File: config.mk
export PLATFORM = sky130hd
export DESIGN_NAME = vga_wall_probe
export DESIGN_NICKNAME = d
export VERILOG_FILES = /design/src/rtl/vga_pkg.sv /design/src/rtl/probe_region_cmp.sv /design/src/rtl/vga_wall_probe.sv
export SDC_FILE = /design/constraint.sdc
export NUM_CORES = 1
export LEC_CHECK = 0
export BUFFER_PORTS_ARGS = -buffer_cell sky130_fd_sc_hd__buf_2
export CAP_MARGIN = 10
export CORE_ASPECT_RATIO = 0.6
export CORE_MARGIN = 4
export CORE_UTILIZATION = 61
export CTS_CLUSTER_DIAMETER = 100
export DETAILED_ROUTE_END_ITERATION = 16
export PLACE_DENSITY = 0.85
export RECOVER_POWER = 50
export SYNTH_ARGS = -nofsm -noshare
export SYNTH_HDL_FRONTEND = slang
export SYNTH_HIERARCHICAL = 1
export SYNTH_SLANG_ARGS = --single-unit
File: constraint.sdc
create_clock -name clk -period 6.6 [get_ports clk]
set_clock_uncertainty 0.15 [all_clocks]
set_input_delay 1.32 -clock clk [delete_from_list [all_inputs] [get_ports clk]]
set_output_delay 1.32 -clock clk [all_outputs]
set_load 0.02 [all_outputs]
File: src/rtl/vga_pkg.sv
// Shared VGA constants and types for the pixel-stream taps.
package vga_pkg;

  localparam int          HOR_PIXELS   = 1024;
  localparam int          VER_PIXELS   = 768;
  localparam logic [11:0] WALL_RGB_DEF = 12'h00f;

  typedef struct packed {
    logic up;
    logic down;
    logic left;
    logic right;
    logic hit;
  } probe_flags_t;

  typedef enum logic [1:0] {
    SYNC,
    ACTIVE,
    REPORT
  } probe_state_t;

endpackage

File: src/rtl/probe_region_cmp.sv
// Classifies one screen coordinate against the object rectangle and the
// 1-px ring around it; ring segments span the object extent only.
module probe_region_cmp #(
  parameter int OBJ_W = 32,
  parameter int OBJ_H = 32
) (
  input  logic [10:0] i_hcount,
  input  logic [10:0] i_vcount,
  input  logic [10:0] i_obj_x,
  input  logic [10:0] i_obj_y,
  output logic        o_in_obj,
  output logic        o_ring_up,
  output logic        o_ring_down,
  output logic        o_ring_left,
  output logic        o_ring_right
);

  logic [11:0] w_h;
  logic [11:0] w_v;
  logic [11:0] w_x0;
  logic [11:0] w_y0;
  logic [11:0] w_x1;
  logic [11:0] w_y1;
  logic        w_in_cols;
  logic        w_in_rows;

  assign w_h  = {1'b0, i_hcount};
  assign w_v  = {1'b0, i_vcount};
  assign w_x0 = {1'b0, i_obj_x};
  assign w_y0 = {1'b0, i_obj_y};
  // First column/row past the object, i.e. the right/bottom ring lines.
  assign w_x1 = w_x0 + 12'(OBJ_W);
  assign w_y1 = w_y0 + 12'(OBJ_H);

  assign w_in_cols = (w_h >= w_x0) && (w_h < w_x1);
  assign w_in_rows = (w_v >= w_y0) && (w_v < w_y1);

  assign o_in_obj = w_in_cols && w_in_rows;
  // Compare coord+1 against the origin so an origin of 0 never wraps.
  assign o_ring_up    = w_in_cols && ((w_v + 12'd1) == w_y0);
  assign o_ring_down  = w_in_cols && (w_v == w_y1);
  assign o_ring_left  = w_in_rows && ((w_h + 12'd1) == w_x0);
  assign o_ring_right = w_in_rows && (w_h == w_x1);

endmodule

File: src/rtl/vga_wall_probe.sv
// Read-only tap on the final VGA pixel stream: per frame it reports wall
// contact around and inside a movable object rectangle.
module vga_wall_probe
  import vga_pkg::*;
#(
  parameter int          OBJ_W    = 32,
  parameter int          OBJ_H    = 32,
  parameter logic [11:0] WALL_RGB = WALL_RGB_DEF,
  parameter int          CNT_W    = 16
) (
  input  logic             clk,
  input  logic             rst,
  input  logic [10:0]      i_hcount,
  input  logic [10:0]      i_vcount,
  input  logic             i_hblnk,
  input  logic             i_vblnk,
  input  logic [11:0]      i_rgb,
  input  logic [10:0]      obj_x,
  input  logic [10:0]      obj_y,
  output logic             blocked_up,
  output logic             blocked_down,
  output logic             blocked_left,
  output logic             blocked_right,
  output logic             hit,
  output logic [CNT_W-1:0] hit_count,
  output logic             frame_valid
);

  function automatic logic [CNT_W-1:0] sat_inc(input logic [CNT_W-1:0] v);
    return (&v) ? v : v + 1'b1;
  endfunction

  logic [10:0]      r_hcount_p1;
  logic [10:0]      r_vcount_p1;
  logic             r_hblnk_p1;
  logic [11:0]      r_rgb_p1;
  logic             r_vblnk_p1;
  logic             r_vblnk_q;

  probe_state_t     r_state;
  probe_state_t     w_state_nxt;
  logic             w_clr;
  logic             w_latch;
  logic             w_load;

  logic [10:0]      r_obj_x;
  logic [10:0]      r_obj_y;
  probe_flags_t     r_acc;
  logic [CNT_W-1:0] r_cnt;
  probe_flags_t     r_out;
  logic [CNT_W-1:0] r_hit_count;
  probe_flags_t     w_out_nxt;

  logic             w_in_obj;
  logic             w_ring_up;
  logic             w_ring_down;
  logic             w_ring_left;
  logic             w_ring_right;
  logic             w_pix_wall;
  logic             w_frame_end;
  logic [11:0]      w_obj_bot;
  logic [11:0]      w_obj_rgt;

  // Stage 1: register the stream; vblnk held high through reset so a reset
  // during blanking cannot fake a frame edge.
  always_ff @(posedge clk) begin
    r_hcount_p1 <= i_hcount;
    r_vcount_p1 <= i_vcount;
    r_hblnk_p1  <= i_hblnk;
    r_rgb_p1    <= i_rgb;
  end

  always_ff @(posedge clk) begin
    if (rst) begin
      r_vblnk_p1 <= 1'b1;
      r_vblnk_q  <= 1'b1;
    end else begin
      r_vblnk_p1 <= i_vblnk;
      r_vblnk_q  <= r_vblnk_p1;
    end
  end

  // Stage 2: classify the registered pixel against the latched object.
  probe_region_cmp #(
    .OBJ_W(OBJ_W),
    .OBJ_H(OBJ_H)
  ) u_cmp (
    .i_hcount    (r_hcount_p1),
    .i_vcount    (r_vcount_p1),
    .i_obj_x     (r_obj_x),
    .i_obj_y     (r_obj_y),
    .o_in_obj    (w_in_obj),
    .o_ring_up   (w_ring_up),
    .o_ring_down (w_ring_down),
    .o_ring_left (w_ring_left),
    .o_ring_right(w_ring_right)
  );

  assign w_pix_wall  = ~r_hblnk_p1 & ~r_vblnk_p1 & (r_rgb_p1 == WALL_RGB);
  assign w_frame_end = r_vblnk_p1 & ~r_vblnk_q;

  always_ff @(posedge clk) begin
    if (rst) r_state <= SYNC;
    else     r_state <= w_state_nxt;
  end

  always_comb begin
    w_state_nxt = r_state;
    w_clr       = 1'b0;
    w_latch     = 1'b0;
    w_load      = 1'b0;
    case (r_state)
      SYNC: begin
        if (w_frame_end) begin
          w_state_nxt = ACTIVE;
          w_clr       = 1'b1;
          w_latch     = 1'b1;
        end
      end
      ACTIVE: begin
        if (w_frame_end) begin
          w_state_nxt = REPORT;
          w_load      = 1'b1;
        end
      end
      REPORT: begin
        w_state_nxt = ACTIVE;
        w_clr       = 1'b1;
        w_latch     = 1'b1;
      end
      default: w_state_nxt = SYNC;
    endcase
  end

  // Screen-edge rule is folded in when the frame result is published.
  assign w_obj_bot = {1'b0, r_obj_y} + 12'(OBJ_H);
  assign w_obj_rgt = {1'b0, r_obj_x} + 12'(OBJ_W);

  always_comb begin
    w_out_nxt.up    = r_acc.up    | (r_obj_y == 11'd0);
    w_out_nxt.down  = r_acc.down  | (w_obj_bot >= 12'(VER_PIXELS));
    w_out_nxt.left  = r_acc.left  | (r_obj_x == 11'd0);
    w_out_nxt.right = r_acc.right | (w_obj_rgt >= 12'(HOR_PIXELS));
    w_out_nxt.hit   = r_acc.hit;
  end

  always_ff @(posedge clk) begin
    if (rst) begin
      r_acc       <= '0;
      r_cnt       <= '0;
      r_obj_x     <= '0;
      r_obj_y     <= '0;
      r_out       <= '0;
      r_hit_count <= '0;
    end else begin
      if (w_clr) begin
        r_acc <= '0;
        r_cnt <= '0;
      end else if (w_pix_wall) begin
        r_acc.up    <= r_acc.up    | w_ring_up;
        r_acc.down  <= r_acc.down  | w_ring_down;
        r_acc.left  <= r_acc.left  | w_ring_left;
        r_acc.right <= r_acc.right | w_ring_right;
        if (w_in_obj) begin
          r_acc.hit <= 1'b1;
          r_cnt     <= sat_inc(r_cnt);
        end
      end
      if (w_latch) begin
        r_obj_x <= obj_x;
        r_obj_y <= obj_y;
      end
      if (w_load) begin
        r_out       <= w_out_nxt;
        r_hit_count <= r_cnt;
      end
    end
  end

  assign blocked_up    = r_out.up;
  assign blocked_down  = r_out.down;
  assign blocked_left  = r_out.left;
  assign blocked_right = r_out.right;
  assign hit           = r_out.hit;
  assign hit_count     = r_hit_count;
  assign frame_valid   = (r_state == REPORT);

endmodule

# After elaboration in Yosys (flattened, before gate mapping)

Index checks and enable logic that the tools add are counted.

Input bits: 60
Bits in registers: 103
Logic and storage cells: 77

$add $sub $neg: 5
Order comparisons: 6
Reductions and logical operators: 15
Muxes and demuxes: 6
Bitwise logic cells: 15
Equal/unequal tests: 9

Operators by type and width:

| kind                  | number |
|---|---|
| $add 11x1->12 const B | 2 |
| $add 11x6->12 const B | 2 |
| $eq 11x12->1          | 2 |
| $eq 12x11->1          | 2 |
| $lt 11x12->1          | 2 |
| $ge 11x11->1          | 2 |
| $logic_not 11->1      | 2 |
| $add 16x1->16 const B | 1 |
| $reduce_and 16->1     | 1 |
| $eq 12x4->1 const B   | 1 |
| $ge 12x10->1 const B  | 1 |
| $ge 12x11->1 const B  | 1 |
| $or 1x1->1            | 8 |
| $logic_and 1x1->1     | 7 |
| $pmux 2 s3            | 1 |
| $mux 2                | 2 |
| $ne 2x2->1 const B    | 2 |
| $not 1->1             | 4 |
| $reduce_and 2->1      | 2 |
| $and 1x1->1           | 3 |
| $reduce_and 3->1      | 1 |
| $eq 2x1->1 const B    | 1 |
| $eq 2x2->1 const B    | 1 |
| $logic_not 2->1       | 1 |
| other kinds (3)       | 4 |

# Logic depth before layout (Yosys ltp)

Depth after elaboration: 5
Gate-level depth with buffers: 16
Gate-level depth less buffers: 15

# Cells and area by module

Netlist, hierarchy kept.

By module, submodules not included:

| module           | times used | cells each | area an instance (µm²) | seq. area each (µm²) |
|---|---|---|---|---|
| vga_wall_probe   | 1          | 372        | 3532.1                 | 2062.0 |
| probe_region_cmp | 1          | 236        | 1677.9                 | 0.0 |

# Least setup slack after synthesis

No wires, ideal clock.

Path kind: register to register
Start: register r_obj_y[5]
End: register r_cnt[12]
Buffers on the path: 1
Period minus slack after synthesis: 3475 ps
Cell stages (with the launch flop): 16
Arrival time: 3209 ps
Data required time: 6334 ps
Setup slack: 3125 ps
Cells stage by stage: dfxtp_1 -> ha_1 -> nand3_1 -> xnor2_1 -> ha_1 -> a21o_1 -> a21oi_1 -> a21oi_1 -> or3_1 -> nor2_1 -> nor3b_1 -> nand4_1 -> buf_4 -> nor4_2 -> xnor2_1 -> nor2_2

Longest elaborated chain between the ends: 5
Elaborated cells on any way between the ends: 6

RTL lines:

| what                                | RTL line               | source |
|---|---|---|
| start: declaration                  | vga_wall_probe.sv:47   | `logic [10:0] r_obj_y;` |
| start signal: assignment            | vga_wall_probe.sv:171  | `r_obj_y <= obj_y;` |
| $add 11x6->12                       | probe_region_cmp.sv:33 | `assign w_y1 = w_y0 + 12'(OBJ_H);` |
| $lt 11x12->1                        | probe_region_cmp.sv:36 | `assign w_in_rows = (w_v >= w_y0) && (w_v < w_y1);` |
| $logic_and 1x1->1 *                 | probe_region_cmp.sv:36 |  |
| $logic_and 1x1->1 *                 | probe_region_cmp.sv:38 | `assign o_in_obj = w_in_cols && w_in_rows;` |
| named net w_in_obj                  | vga_wall_probe.sv:54   | `logic w_in_obj;` |
| $reduce_and 3->1 (no source line) * | -                      |  |
| end signal: assignment              | vga_wall_probe.sv:166  | `r_cnt <= sat_inc(r_cnt);` |
| end: declaration                    | vga_wall_probe.sv:49   | `logic [CNT_W-1:0] r_cnt;` |

The timed path passes the listed nets; every way through them passes the cells marked *.
A chain may end at the register's enable or synchronous reset.

# Final worst setup path

Start: register r_obj_y[5]
End: register r_cnt[1]

The elaborated chain is that of the path after synthesis.

==> metrics.txt <==
status complete, but fails checks; failing checks capacitance limit, slew limit; post-CTS setup buffer count 0; core area 0.00810 mm²; Logic pwr share 9.6%; Setup crit end kind register; setup_tns 0 ns; number of global-route vias before repair 4385; total grt overflow 0; I/O pins 82; Via density 5.85; Area Growth Syn to Fin 14.6%; main flop type after synthesis dfxtp_1; EDFF count, synth 0; worst-path cell chain ha_1 -> nand3_1 -> xnor2_1 -> ha_1 -> a21o_1 -> a21oi_1 -> a21oi_1 -> or3_1 -> nor2_1 -> nor3b_1 -> nand4_1 -> a21oi_1 -> mux2i_1 -> nor2_1; Tmin final 4.28 ns; area leader, netlist dfxtp_1; Initial Utilization 64.3%; most frequent cells in the layout dfxtp_1, nand2_1, buf_2; Async SR Flop Fraction 0%; Mapped Area 0.00521 mm²; Max FO, Critical Path 12; gpl congestion 0.961; first-pass GRT wire length 21200 µm; switching share of power 27.1%; Tightest Pin Transition 2.18 ns; antenna cells 0; largest net degree at the start of global routing 49; row cnt 25; gr usage total 26.3%; setup violators final 0; Num CTS Buffers 9; synth warn 6; unrepaired setup endpoints after global routing no; placed insts 777; Tcrit/Tclk final 64.9%; hold buffer count at cts 0; #FFs+latches synth 103; crit path DAT 4.33 ns; CP startpoint r_obj_y[5]; drt total wl 13100 µm; Pleak 2.31 nW; Reg-to-Reg Start r_obj_y[5]; Switching Power 0.360 mW; WL/cell 16.5 µm; CTS max path bufs 2; VDD IR max 0.160 mV; Hold Violations, Final 0; clock power share 40.5%; Pre-antenna DRT Iters 5; clock-pin transition on the worst setup and hold timing paths 0.08 ns; synth unique cells 58; 1st-iter DRT viols 377; Sink Count 103; fill count 627; Post-route DRC 0; Final nets 781; CTS tree yes; CP max stage cell dfxtp_1; Reg power frac 49.9%; top cells by area, synth dfxtp_1, ha_1, a21oi_1; Worst slew margin -45.6%; Hold Path Origin hit_count[1]; Startpoint Class register; initial antenna violation count 0; Cells after Synth 608; root buffer cell clkbuf_16; most used cell, CP a21oi_1; Crit path max-delay family simple AND/OR/NAND/NOR gates; layout cells sized above 1 17.2%; worst min path class register to register; Yosys top cell area share 39.6%; Post-DRT Antenna Nets 0; syn_nets 709; Layout Cells excl Fill 793; Setup WS pre-CTS 2.39 ns; H-Tree Depth 3; post-cts repair resize count 0; DP HPWL 9580 µm; Clock Latency Late Sink 0.35 ns; final max-slew violation count 49; Max Cap Violations 1; most common cell after layout, fill and taps aside dfxtp_1; Die ar. 0.0101 mm²; Die H 79.6 µm; WHS 0.307 ns; slowest cell delay on critical path 0.58 ns; WS Path Type register to register; routed vias 4637; Die X 127 µm; P_int 0.968 mW; Buf/Inv on CP 0; Cell Pwr Density 222 mW/mm²; Worst EP required 6.65 ns; IO buf count 81; Max Clock Freq 0.233 GHz; Post-Syn Area per Cell 8.57 µm²; Seq/Total Area, Yosys 39.6%; PnR worst setup slack 2.32 ns
## final cells by class
cell class,count,area [µm²],area share (%)
clock inverters,7,86.3,1.45
flip-flops and latches,103,2060,34.5
inverters,27,101,1.70
clock buffers,9,225,3.77
multi-input cells,457,2950,49.4
well taps,108,135,2.26
repair buffers,82,412,6.89
## cell usage after synthesis (2+ instances only)
cell type	instances
clkbuf_1	15
and4_4	2
nor2b_1	10
a21oi_1	75
dfxtp_1	103
nand3b_1	2
and2_1	3
nor2_2	2
xor2_1	7
a211oi_1	8
nand4_1	11
a31oi_1	5
and4_1	4
nand2_1	97
nor4_1	9
nor2_1	33
buf_2	4
a2bb2oi_1	2
or2_2	3
inv_1	26
nand3_1	24
ha_1	41
and3_1	7
nor4_2	4
and4_2	2
xnor2_1	36
o211ai_1	2
and2b_1	2
or3_1	8
mux2i_1	4
nand2b_1	4
o21ai_0	10
nor3_1	15
a21o_1	4
## cell families (layout without fill, tap and decap cells)
| family | count (synthesis) | count (layout) | synth area share, % |
|---|---|---|---|
| adder cells (fa/ha/maj) | 41 | 41 | 9.85 |
| XOR/XNOR | 43 | 43 | 7.23 |
| multiplexers | 5 | 5 | 0.985 |
| AND/OR/NAND/NOR | 249 | 249 | 24.5 |
| buffers and inverters | 48 | 125 | 3.77 |
| AO/OA/AOI/OAI | 119 | 119 | 14.1 |
| flip-flops | 103 | 103 | 39.6 |
## tightest hold or removal path: stages, from the launching register on
cell and delay [ns]:
dfxtp_1 0.31, nand2_1 0.05, a21oi_1 0.05
## stage by stage
| stage | utilization, % | power [mW] | area [µm²] |
|---|---|---|---|
| after detailed placement | 69.9 | 0.800 | 5660 |
| after floorplan | - | 0.754 | 5210 |
| after CTS | 73.7 | 1.33 | 5970 |
| after global routing | 73.7 | 1.38 | 5970 |
| after global placement | 69.9 | 0.795 | 5660 |
| final | 73.7 | 1.33 | 5970 |
## worst paths after layout
kind         slack, ns            to  depth (start not counted)
max               2.32      r_cnt[1]                         14
min               0.31  hit_count[1]                          2
max reg2reg       2.32      r_cnt[1]                         14
min reg2reg       0.31  hit_count[1]                          2
## state kept, by name, indices dropped and copies added, names as in the netlist
| signal | cells |
|---|---|
| r_cnt | 16 |
| r_vcount_p1 | 11 |
| r_vblnk_q | 1 |
| hit_count | 16 |
| hit | 1 |
| blocked_up | 1 |
| r_obj_x | 11 |
| r_state | 2 |
| r_vblnk_p1 | 1 |
| r_hcount_p1 | 11 |
| r_hblnk_p1 | 1 |
| r_obj_y | 11 |
| blocked_right | 1 |
| r_acc | 5 |
| blocked_down | 1 |
| blocked_left | 1 |
| r_rgb_p1 | 12 |
## power by group through the flow
stage / Clock, mW / Combinational (mW) / Sequential, mW
CTS: 0.544 / 0.125 / 0.662
finish: 0.537 / 0.128 / 0.662
floorplan: 0 / 0.0854 / 0.668
global placement: 0 / 0.120 / 0.675
detailed placement: 0 / 0.124 / 0.676
global route: 0.571 / 0.142 / 0.665
## routing by layer
layer  global-route usage, %  wire (µm)  vias up
met1                    36.4       6290     2133
met2                    39.9       5560      197
met5                       0          0        -
li1                        -          -     2282
met4                    9.74        212        0
met3                    6.42       1060       25
(Power assumes the default switching activity.)
